## src/rtl/decode_stage_pkg.sv

```systemverilog
// Shared RV32I decode constants: opcodes, immediate formats, register index width
// and the operand bundle carried by the decode stage.
package decode_stage_pkg;

    localparam int XLEN      = 32;
    localparam int NREG      = 32;
    localparam int REG_IDX_W = 5;

    localparam logic [6:0] OPC_LUI    = 7'b0110111;
    localparam logic [6:0] OPC_AUIPC  = 7'b0010111;
    localparam logic [6:0] OPC_JAL    = 7'b1101111;
    localparam logic [6:0] OPC_JALR   = 7'b1100111;
    localparam logic [6:0] OPC_BRANCH = 7'b1100011;
    localparam logic [6:0] OPC_LOAD   = 7'b0000011;
    localparam logic [6:0] OPC_STORE  = 7'b0100011;
    localparam logic [6:0] OPC_OPIMM  = 7'b0010011;
    localparam logic [6:0] OPC_OP     = 7'b0110011;

    typedef enum logic [2:0] {
        IMM_I    = 3'd0,
        IMM_S    = 3'd1,
        IMM_B    = 3'd2,
        IMM_U    = 3'd3,
        IMM_J    = 3'd4,
        IMM_R    = 3'd5,
        IMM_NONE = 3'd6
    } imm_fmt_e;

    typedef struct packed {
        logic [6:0]           opcode;
        logic [2:0]           funct3;
        logic [REG_IDX_W-1:0] rd;
        logic [REG_IDX_W-1:0] rs1_idx;
        logic [REG_IDX_W-1:0] rs2_idx;
        logic [XLEN-1:0]      rs1;
        logic [XLEN-1:0]      rs2;
        logic [XLEN-1:0]      imm;
        logic [XLEN-1:0]      pc;
        logic                 illegal;
    } bundle_t;

    function automatic imm_fmt_e imm_fmt(input logic [6:0] opcode);
        imm_fmt_e fmt;
        case (opcode)
            OPC_LUI, OPC_AUIPC:           fmt = IMM_U;
            OPC_JAL:                      fmt = IMM_J;
            OPC_JALR, OPC_LOAD, OPC_OPIMM: fmt = IMM_I;
            OPC_BRANCH:                   fmt = IMM_B;
            OPC_STORE:                    fmt = IMM_S;
            OPC_OP:                       fmt = IMM_R;
            default:                      fmt = IMM_NONE;
        endcase
        return fmt;
    endfunction

endpackage

```

## src/rtl/decode_stage_if.sv

```systemverilog
// Fetch-side, writeback and execute-side signals of the decode stage.
interface decode_stage_if;
    import decode_stage_pkg::*;

    logic                 in_valid;
    logic                 in_ready;
    logic [31:0]          in_instr;
    logic [XLEN-1:0]      in_pc;
    logic                 flush;
    logic                 wb_en;
    logic [REG_IDX_W-1:0] wb_rd;
    logic [XLEN-1:0]      wb_data;
    logic                 out_valid;
    logic                 out_ready;
    logic [6:0]           out_opcode;
    logic [2:0]           out_funct3;
    logic [REG_IDX_W-1:0] out_rd;
    logic [XLEN-1:0]      out_rs1;
    logic [XLEN-1:0]      out_rs2;
    logic [XLEN-1:0]      out_imm;
    logic [XLEN-1:0]      out_pc;
    logic                 out_illegal;

    modport slave (
        input  in_valid, in_instr, in_pc, flush, wb_en, wb_rd, wb_data, out_ready,
        output in_ready, out_valid, out_opcode, out_funct3, out_rd, out_rs1, out_rs2,
               out_imm, out_pc, out_illegal
    );

    modport master (
        output in_valid, in_instr, in_pc, flush, wb_en, wb_rd, wb_data, out_ready,
        input  in_ready, out_valid, out_opcode, out_funct3, out_rd, out_rs1, out_rs2,
               out_imm, out_pc, out_illegal
    );

endinterface

```

## src/rtl/decode_stage_regfile_2r1w.sv

```systemverilog
// Integer register file: two combinational read ports that see a same-cycle
// write, one synchronous write port, x0 hard-wired to zero.
module regfile_2r1w
    import decode_stage_pkg::*;
(
    input  logic                 clk,
    input  logic                 rst_n,
    input  logic [REG_IDX_W-1:0] raddr1,
    input  logic [REG_IDX_W-1:0] raddr2,
    output logic [XLEN-1:0]      rdata1,
    output logic [XLEN-1:0]      rdata2,
    input  logic                 we,
    input  logic [REG_IDX_W-1:0] waddr,
    input  logic [XLEN-1:0]      wdata
);

    logic [XLEN-1:0] mem_q [NREG];
    logic [XLEN-1:0] mem_d [NREG];

    // next array contents: one write per cycle, x0 kept at zero
    always_comb begin
        mem_d = mem_q;
        if (we && (waddr != 5'd0)) begin
            mem_d[waddr] = wdata;
        end else begin
            mem_d[0] = {XLEN{1'b0}};
        end
    end

    // array storage with synchronous clear
    always_ff @(posedge clk) begin
        if (!rst_n) begin
            for (int i = 0; i < NREG; i++) begin
                mem_q[i] <= {XLEN{1'b0}};
            end
        end else begin
            mem_q <= mem_d;
        end
    end

    assign rdata1 = (raddr1 == 5'd0)             ? {XLEN{1'b0}} :
                    (we && (waddr == raddr1))    ? wdata : mem_q[raddr1];
    assign rdata2 = (raddr2 == 5'd0)             ? {XLEN{1'b0}} :
                    (we && (waddr == raddr2))    ? wdata : mem_q[raddr2];

endmodule

```

## src/rtl/decode_stage.sv

```systemverilog
// RV32I decode / operand-fetch stage: one registered bundle slot with a
// valid/ready handshake, flush, and writeback refresh of a stalled bundle.
module decode_stage
    import decode_stage_pkg::*;
(
    input  logic           clk,
    input  logic           rst_n,
    decode_stage_if.slave  bus
);

    logic            valid_q, valid_d;
    bundle_t         bundle_q, bundle_d;
    bundle_t         fresh_s;
    imm_fmt_e        fmt_s;
    logic [XLEN-1:0] rdata1_s, rdata2_s;
    logic            accept_s;

    function automatic logic [XLEN-1:0] gen_imm(input logic [31:0] i, input imm_fmt_e fmt);
        logic [XLEN-1:0] imm;
        case (fmt)
            IMM_I:   imm = {{20{i[31]}}, i[31:20]};
            IMM_S:   imm = {{20{i[31]}}, i[31:25], i[11:7]};
            IMM_B:   imm = {{19{i[31]}}, i[31], i[7], i[30:25], i[11:8], 1'b0};
            IMM_U:   imm = {i[31:12], 12'd0};
            IMM_J:   imm = {{11{i[31]}}, i[31], i[19:12], i[20], i[30:21], 1'b0};
            IMM_R:   imm = {25'd0, i[31:25]};
            default: imm = {XLEN{1'b0}};
        endcase
        return imm;
    endfunction

    regfile_2r1w u_regfile (
        .clk    (clk),
        .rst_n  (rst_n),
        .raddr1 (bus.in_instr[19:15]),
        .raddr2 (bus.in_instr[24:20]),
        .rdata1 (rdata1_s),
        .rdata2 (rdata2_s),
        .we     (bus.wb_en),
        .waddr  (bus.wb_rd),
        .wdata  (bus.wb_data)
    );

    assign bus.in_ready = !valid_q || bus.out_ready;
    assign accept_s     = bus.in_valid && bus.in_ready && !bus.flush;

    // decode of the instruction currently offered by fetch
    always_comb begin
        fmt_s           = imm_fmt(bus.in_instr[6:0]);
        fresh_s         = '0;
        fresh_s.opcode  = bus.in_instr[6:0];
        fresh_s.funct3  = bus.in_instr[14:12];
        fresh_s.rs1_idx = bus.in_instr[19:15];
        fresh_s.rs2_idx = bus.in_instr[24:20];
        fresh_s.rs1     = rdata1_s;
        fresh_s.rs2     = rdata2_s;
        fresh_s.imm     = gen_imm(bus.in_instr, fmt_s);
        fresh_s.pc      = bus.in_pc;
        fresh_s.illegal = (fmt_s == IMM_NONE);
        if ((fmt_s == IMM_B) || (fmt_s == IMM_S)) begin
            fresh_s.rd = 5'd0;
        end else begin
            fresh_s.rd = bus.in_instr[11:7];
        end
    end

    // slot control: flush beats accept; a stalled bundle picks up writebacks
    always_comb begin
        valid_d  = valid_q;
        bundle_d = bundle_q;
        if (bus.flush) begin
            valid_d = 1'b0;
        end else if (accept_s) begin
            valid_d  = 1'b1;
            bundle_d = fresh_s;
        end else if (bus.in_ready) begin
            valid_d = 1'b0;
        end else begin
            if (bus.wb_en && (bus.wb_rd == bundle_q.rs1_idx) && (bundle_q.rs1_idx != 5'd0)) begin
                bundle_d.rs1 = bus.wb_data;
            end else begin
                bundle_d.rs1 = bundle_q.rs1;
            end
            if (bus.wb_en && (bus.wb_rd == bundle_q.rs2_idx) && (bundle_q.rs2_idx != 5'd0)) begin
                bundle_d.rs2 = bus.wb_data;
            end else begin
                bundle_d.rs2 = bundle_q.rs2;
            end
        end
    end

    // output slot register
    always_ff @(posedge clk) begin
        if (!rst_n) begin
            valid_q  <= 1'b0;
            bundle_q <= '0;
        end else begin
            valid_q  <= valid_d;
            bundle_q <= bundle_d;
        end
    end

    assign bus.out_valid   = valid_q;
    assign bus.out_opcode  = bundle_q.opcode;
    assign bus.out_funct3  = bundle_q.funct3;
    assign bus.out_rd      = bundle_q.rd;
    assign bus.out_rs1     = bundle_q.rs1;
    assign bus.out_rs2     = bundle_q.rs2;
    assign bus.out_imm     = bundle_q.imm;
    assign bus.out_pc      = bundle_q.pc;
    assign bus.out_illegal = bundle_q.illegal;

endmodule

```

## src/flat_wrapper.sv

```systemverilog
// flat-port wrapper written by rule: the top's interface ports become plain ports
module decode_stage_flat import decode_stage_pkg::*;
  (clk, rst_n, bus_in_valid, bus_in_instr, bus_in_pc, bus_flush, bus_wb_en, bus_wb_rd, bus_wb_data, bus_out_ready, bus_in_ready, bus_out_valid, bus_out_opcode, bus_out_funct3, bus_out_rd, bus_out_rs1, bus_out_rs2, bus_out_imm, bus_out_pc, bus_out_illegal);
  decode_stage_if bus_i ();
  input  logic clk;
  input  logic rst_n;
  input wire logic [$bits(bus_i.in_valid)-1:0] bus_in_valid;
  input wire logic [$bits(bus_i.in_instr)-1:0] bus_in_instr;
  input wire logic [$bits(bus_i.in_pc)-1:0] bus_in_pc;
  input wire logic [$bits(bus_i.flush)-1:0] bus_flush;
  input wire logic [$bits(bus_i.wb_en)-1:0] bus_wb_en;
  input wire logic [$bits(bus_i.wb_rd)-1:0] bus_wb_rd;
  input wire logic [$bits(bus_i.wb_data)-1:0] bus_wb_data;
  input wire logic [$bits(bus_i.out_ready)-1:0] bus_out_ready;
  output wire logic [$bits(bus_i.in_ready)-1:0] bus_in_ready;
  output wire logic [$bits(bus_i.out_valid)-1:0] bus_out_valid;
  output wire logic [$bits(bus_i.out_opcode)-1:0] bus_out_opcode;
  output wire logic [$bits(bus_i.out_funct3)-1:0] bus_out_funct3;
  output wire logic [$bits(bus_i.out_rd)-1:0] bus_out_rd;
  output wire logic [$bits(bus_i.out_rs1)-1:0] bus_out_rs1;
  output wire logic [$bits(bus_i.out_rs2)-1:0] bus_out_rs2;
  output wire logic [$bits(bus_i.out_imm)-1:0] bus_out_imm;
  output wire logic [$bits(bus_i.out_pc)-1:0] bus_out_pc;
  output wire logic [$bits(bus_i.out_illegal)-1:0] bus_out_illegal;
  assign bus_i.in_valid = bus_in_valid;
  assign bus_i.in_instr = bus_in_instr;
  assign bus_i.in_pc = bus_in_pc;
  assign bus_i.flush = bus_flush;
  assign bus_i.wb_en = bus_wb_en;
  assign bus_i.wb_rd = bus_wb_rd;
  assign bus_i.wb_data = bus_wb_data;
  assign bus_i.out_ready = bus_out_ready;
  assign bus_in_ready = bus_i.in_ready;
  assign bus_out_valid = bus_i.out_valid;
  assign bus_out_opcode = bus_i.out_opcode;
  assign bus_out_funct3 = bus_i.out_funct3;
  assign bus_out_rd = bus_i.out_rd;
  assign bus_out_rs1 = bus_i.out_rs1;
  assign bus_out_rs2 = bus_i.out_rs2;
  assign bus_out_imm = bus_i.out_imm;
  assign bus_out_pc = bus_i.out_pc;
  assign bus_out_illegal = bus_i.out_illegal;
  decode_stage u_core (.clk(clk), .rst_n(rst_n), .bus(bus_i));
endmodule
```

## config.mk

```make
export PLATFORM = sky130hd
export DESIGN_NAME = decode_stage_flat
export DESIGN_NICKNAME = d
export VERILOG_FILES = /design/src/rtl/decode_stage_pkg.sv /design/src/rtl/decode_stage_if.sv /design/src/rtl/decode_stage_regfile_2r1w.sv /design/src/rtl/decode_stage.sv /design/src/flat_wrapper.sv
export SDC_FILE = /design/constraint.sdc
export NUM_CORES = 2
export LEC_CHECK = 0
export CAP_MARGIN = 10
export CORE_ASPECT_RATIO = 1.25
export CORE_MARGIN = 2
export CORE_UTILIZATION = 45
export CTS_CLUSTER_SIZE = 28
export DETAILED_ROUTE_END_ITERATION = 8
export HOLD_SLACK_MARGIN = 0.12
export PLACE_DENSITY_LB_ADDON = 0.1
export SYNTH_ARGS = -nofsm -noshare
export SYNTH_HDL_FRONTEND = slang
export SYNTH_HIERARCHICAL = 1
export SYNTH_SLANG_ARGS = --single-unit
```

## constraint.sdc

```tcl
create_clock -name clk -period 2.42 [get_ports clk]
set_input_delay 0.242 -clock clk [delete_from_list [all_inputs] [get_ports clk]]
set_output_delay 0.242 -clock clk [all_outputs]
set_load 0.02 [all_outputs]
```

==> run metrics <==
Setup WS pre-CTS -0.346 ns; syn avg cell area 8.70 um2; row cnt 153; worst hold margin 0.168 ns; Yosys reg bits 1179; Leak 0.0263 uW; Final Instance Area 75600 um2; Root Buffer clkbuf_16; YS warnings 6; Die Wd 338 um; drc violations 0; Port Buffers 252; # nets final 7536; maximum fanout along the worst path 2; Critical Path Start Type flip-flop; EDFF count, synth 0; dominant cell type by area after synthesis dfxtp_1; Syn Inst Count 7224; top-count cell post-synth nand2_1; Synth area leaders dfxtp_1 38%, nand2_1 14%, a21boi_0 12%; fin crit period 2.37 ns; die area 143000 um2; WP buf/inv 1; core outline area 139000 um2; Max H-tree Level 4; clock latency on the worst-skew pair 0.79 ns; crit path DAT 2.13 ns; Worst Slack Setup Final 0.0487 ns; Synth top area share 37.6%; Final Max Slew Viols 0; outcome complete, no violations; routability cong. 0.962; worst path required time 2.18 ns; antenna viol nets, final 0; pin count of the biggest net entering global routing 167; Fin. Hold Viols 0; Post-DP HPWL 169 mm; Synth cell types 71; antenna violations before repair 1; global-route usage over all layers 35.5%; post-DR vias/cell 6.05; HP Class in -> reg; Initial Util 45.3%; Longest Clk Path Bufs 3; first-pass GRT wire length 376 mm; vias 56800; setup bufs post-CTS 0; layout cells sized above 1 16.2%; crit path cell chain clkdlybuf4s50_1; Pwr per Cell Area 603 nW/um2; CTS tree built; top post-synthesis cells by count 2281 x nand2_1, 1179 x dfxtp_1, 979 x a21boi_0; Critical-path top delay cell clkdlybuf4s50_1; critical path type reg -> out; Area growth syn-to-layout 20.3%; DP Area 70800 um2; Syn Nets 7331; initial detailed-routing violation count 6338; ys async rst share 0%; max incr delay on CP 0.71 ns; grt total ovfl 0; cell area after synthesis 62800 um2; # fillers 12500; crit share post-route 98.0%; cell family with most CP delay buffers and inverters; Fmax achieved 422 MHz; critical path capture point type output pin; Top-Level Pins 253; sequential fraction of the synthesis area 37.6%; chip height 422 um; Worst-path clk slew 0.07 ns; DRT Pass-1 Iters 6; relative slew slack 35.0%; clock sinks 1179; Least-Margin Pin Slew 0.971 ns; DRT Wirelength 261 mm; Max Cap Viol 0; RSZ-0062 raised after global routing no; Finish-stage setup viols 0; CTS Buf Count 130; Layout Skew 0.0225 ns; setup tns final 0 ns; ys flop type dfxtp_1; vias in the first global route 53900; maximum vdd drop 0.000758 V; routed len/inst 27.8 um
## layout by cell type, fill, tap and decap left out, types with 32 or more instances in the layout
master / count
nand2_1: 2250
dfxtp_1: 1179
a21boi_0: 979
mux2i_1: 475
buf_4: 435
mux4_2: 290
clkdlybuf4s50_1: 241
nor2_1: 205
buf_12: 192
a21oi_1: 150
clkbuf_16: 138
o22ai_1: 89
o21ai_0: 75
a311oi_1: 65
dlygate4sd3_1: 53
nor3_1: 50
a221o_1: 44
clkbuf_1: 39
a221oi_1: 39
and2_1: 38
o21bai_1: 32
## power by group
group | switching [uW] | internal [uW] | leakage [uW]
sequential | 231 | 19700 | 0.00952
clock | 8480 | 11800 | 0.00209
combinational | 3180 | 2210 | 0.0147
## per-stage QoR
step | instances | utilization [%] | power [uW]
3_5_place_dp | 9104 | 51.0 | 25500
2_1_floorplan | 7224 | - | 23200
4_1_cts | 9385 | 54.4 | 45700
6_report | 9387 | 54.5 | 45600
3_3_place_gp | 9104 | 51.0 | 25500
5_1_grt | 9385 | 54.5 | 46800
## registers in the layout, indices dropped and copies added, names as in the netlist
name	count
u_core/bundle_q	10
u_core/bus.out_rs2	32
u_core/bus.out_rs1	32
u_core/bus.out_funct3	3
u_core/bus.out_opcode	7
u_core/bus.out_valid	1
u_core/u_regfile/mem_q	1024
u_core/bus.out_rd	5
u_core/bus.out_imm	32
u_core/bus.out_pc	32
u_core/bus.out_illegal	1
## cell families after synthesis
| logic type | count (synthesis) | share of synthesized area, % |
|---|---|---|
| simple gates | 2736 | 17.2 |
| compound gates | 1638 | 19.1 |
| flops | 1179 | 37.6 |
| buf+inv | 865 | 7.03 |
| mux | 788 | 18.8 |
| xor+xnor | 18 | 0.251 |
## final timing paths
kind                                            start                             endpoint  slack [ns]  depth (start not counted)
max reg2reg  u_core/u_regfile/mem_q[551]$_SDFFE_PN0P_   u_core/bus.out_rs2[7]$_SDFFE_PN0P_        0.19                          8
min                                   bus_wb_data[27]  u_core/bus.out_rs2[27]$_SDFFE_PN0P_        0.17                          3
max                u_core/bus.out_rs1[7]$_SDFFE_PN0P_                       bus_out_rs1[7]        0.05                          1
min reg2reg        u_core/bus.out_imm[7]$_SDFFE_PN0P_   u_core/bus.out_imm[7]$_SDFFE_PN0P_        0.45                          2
## final cells by class
class | count | area [um2] | area share, %
Sequential cell | 1179 | 23600 | 31.2
Timing Repair Buffer | 931 | 10200 | 13.4
Clock inverter | 25 | 303 | 0.400
Antenna cell | 2 | 5.00 | 0.00662
Tap cell | 1860 | 2330 | 3.08
Multi-Input combinational cell | 5180 | 35200 | 46.6
Clock buffer | 203 | 3960 | 5.23
Inverter | 7 | 28.8 | 0.0381
## layer usage
| layer | GRT usage [%] | vias up | wire length, um |
|---|---|---|---|
| li1 | - | 25300 | - |
| met1 | 45.2 | 27700 | 102000 |
| met2 | 57.0 | 3081 | 120000 |
| met3 | 6.72 | 776 | 23600 |
| met4 | 18.9 | 2 | 14900 |
| met5 | 0 | - | 15 |
## what timing repair did
action	CTS	global route
hold endpoints to repair	110	0
gates resized for setup	0	8
hold buffers	53	0
endpoints found under the setup margin	0	9
(Power assumes the default switching activity.)
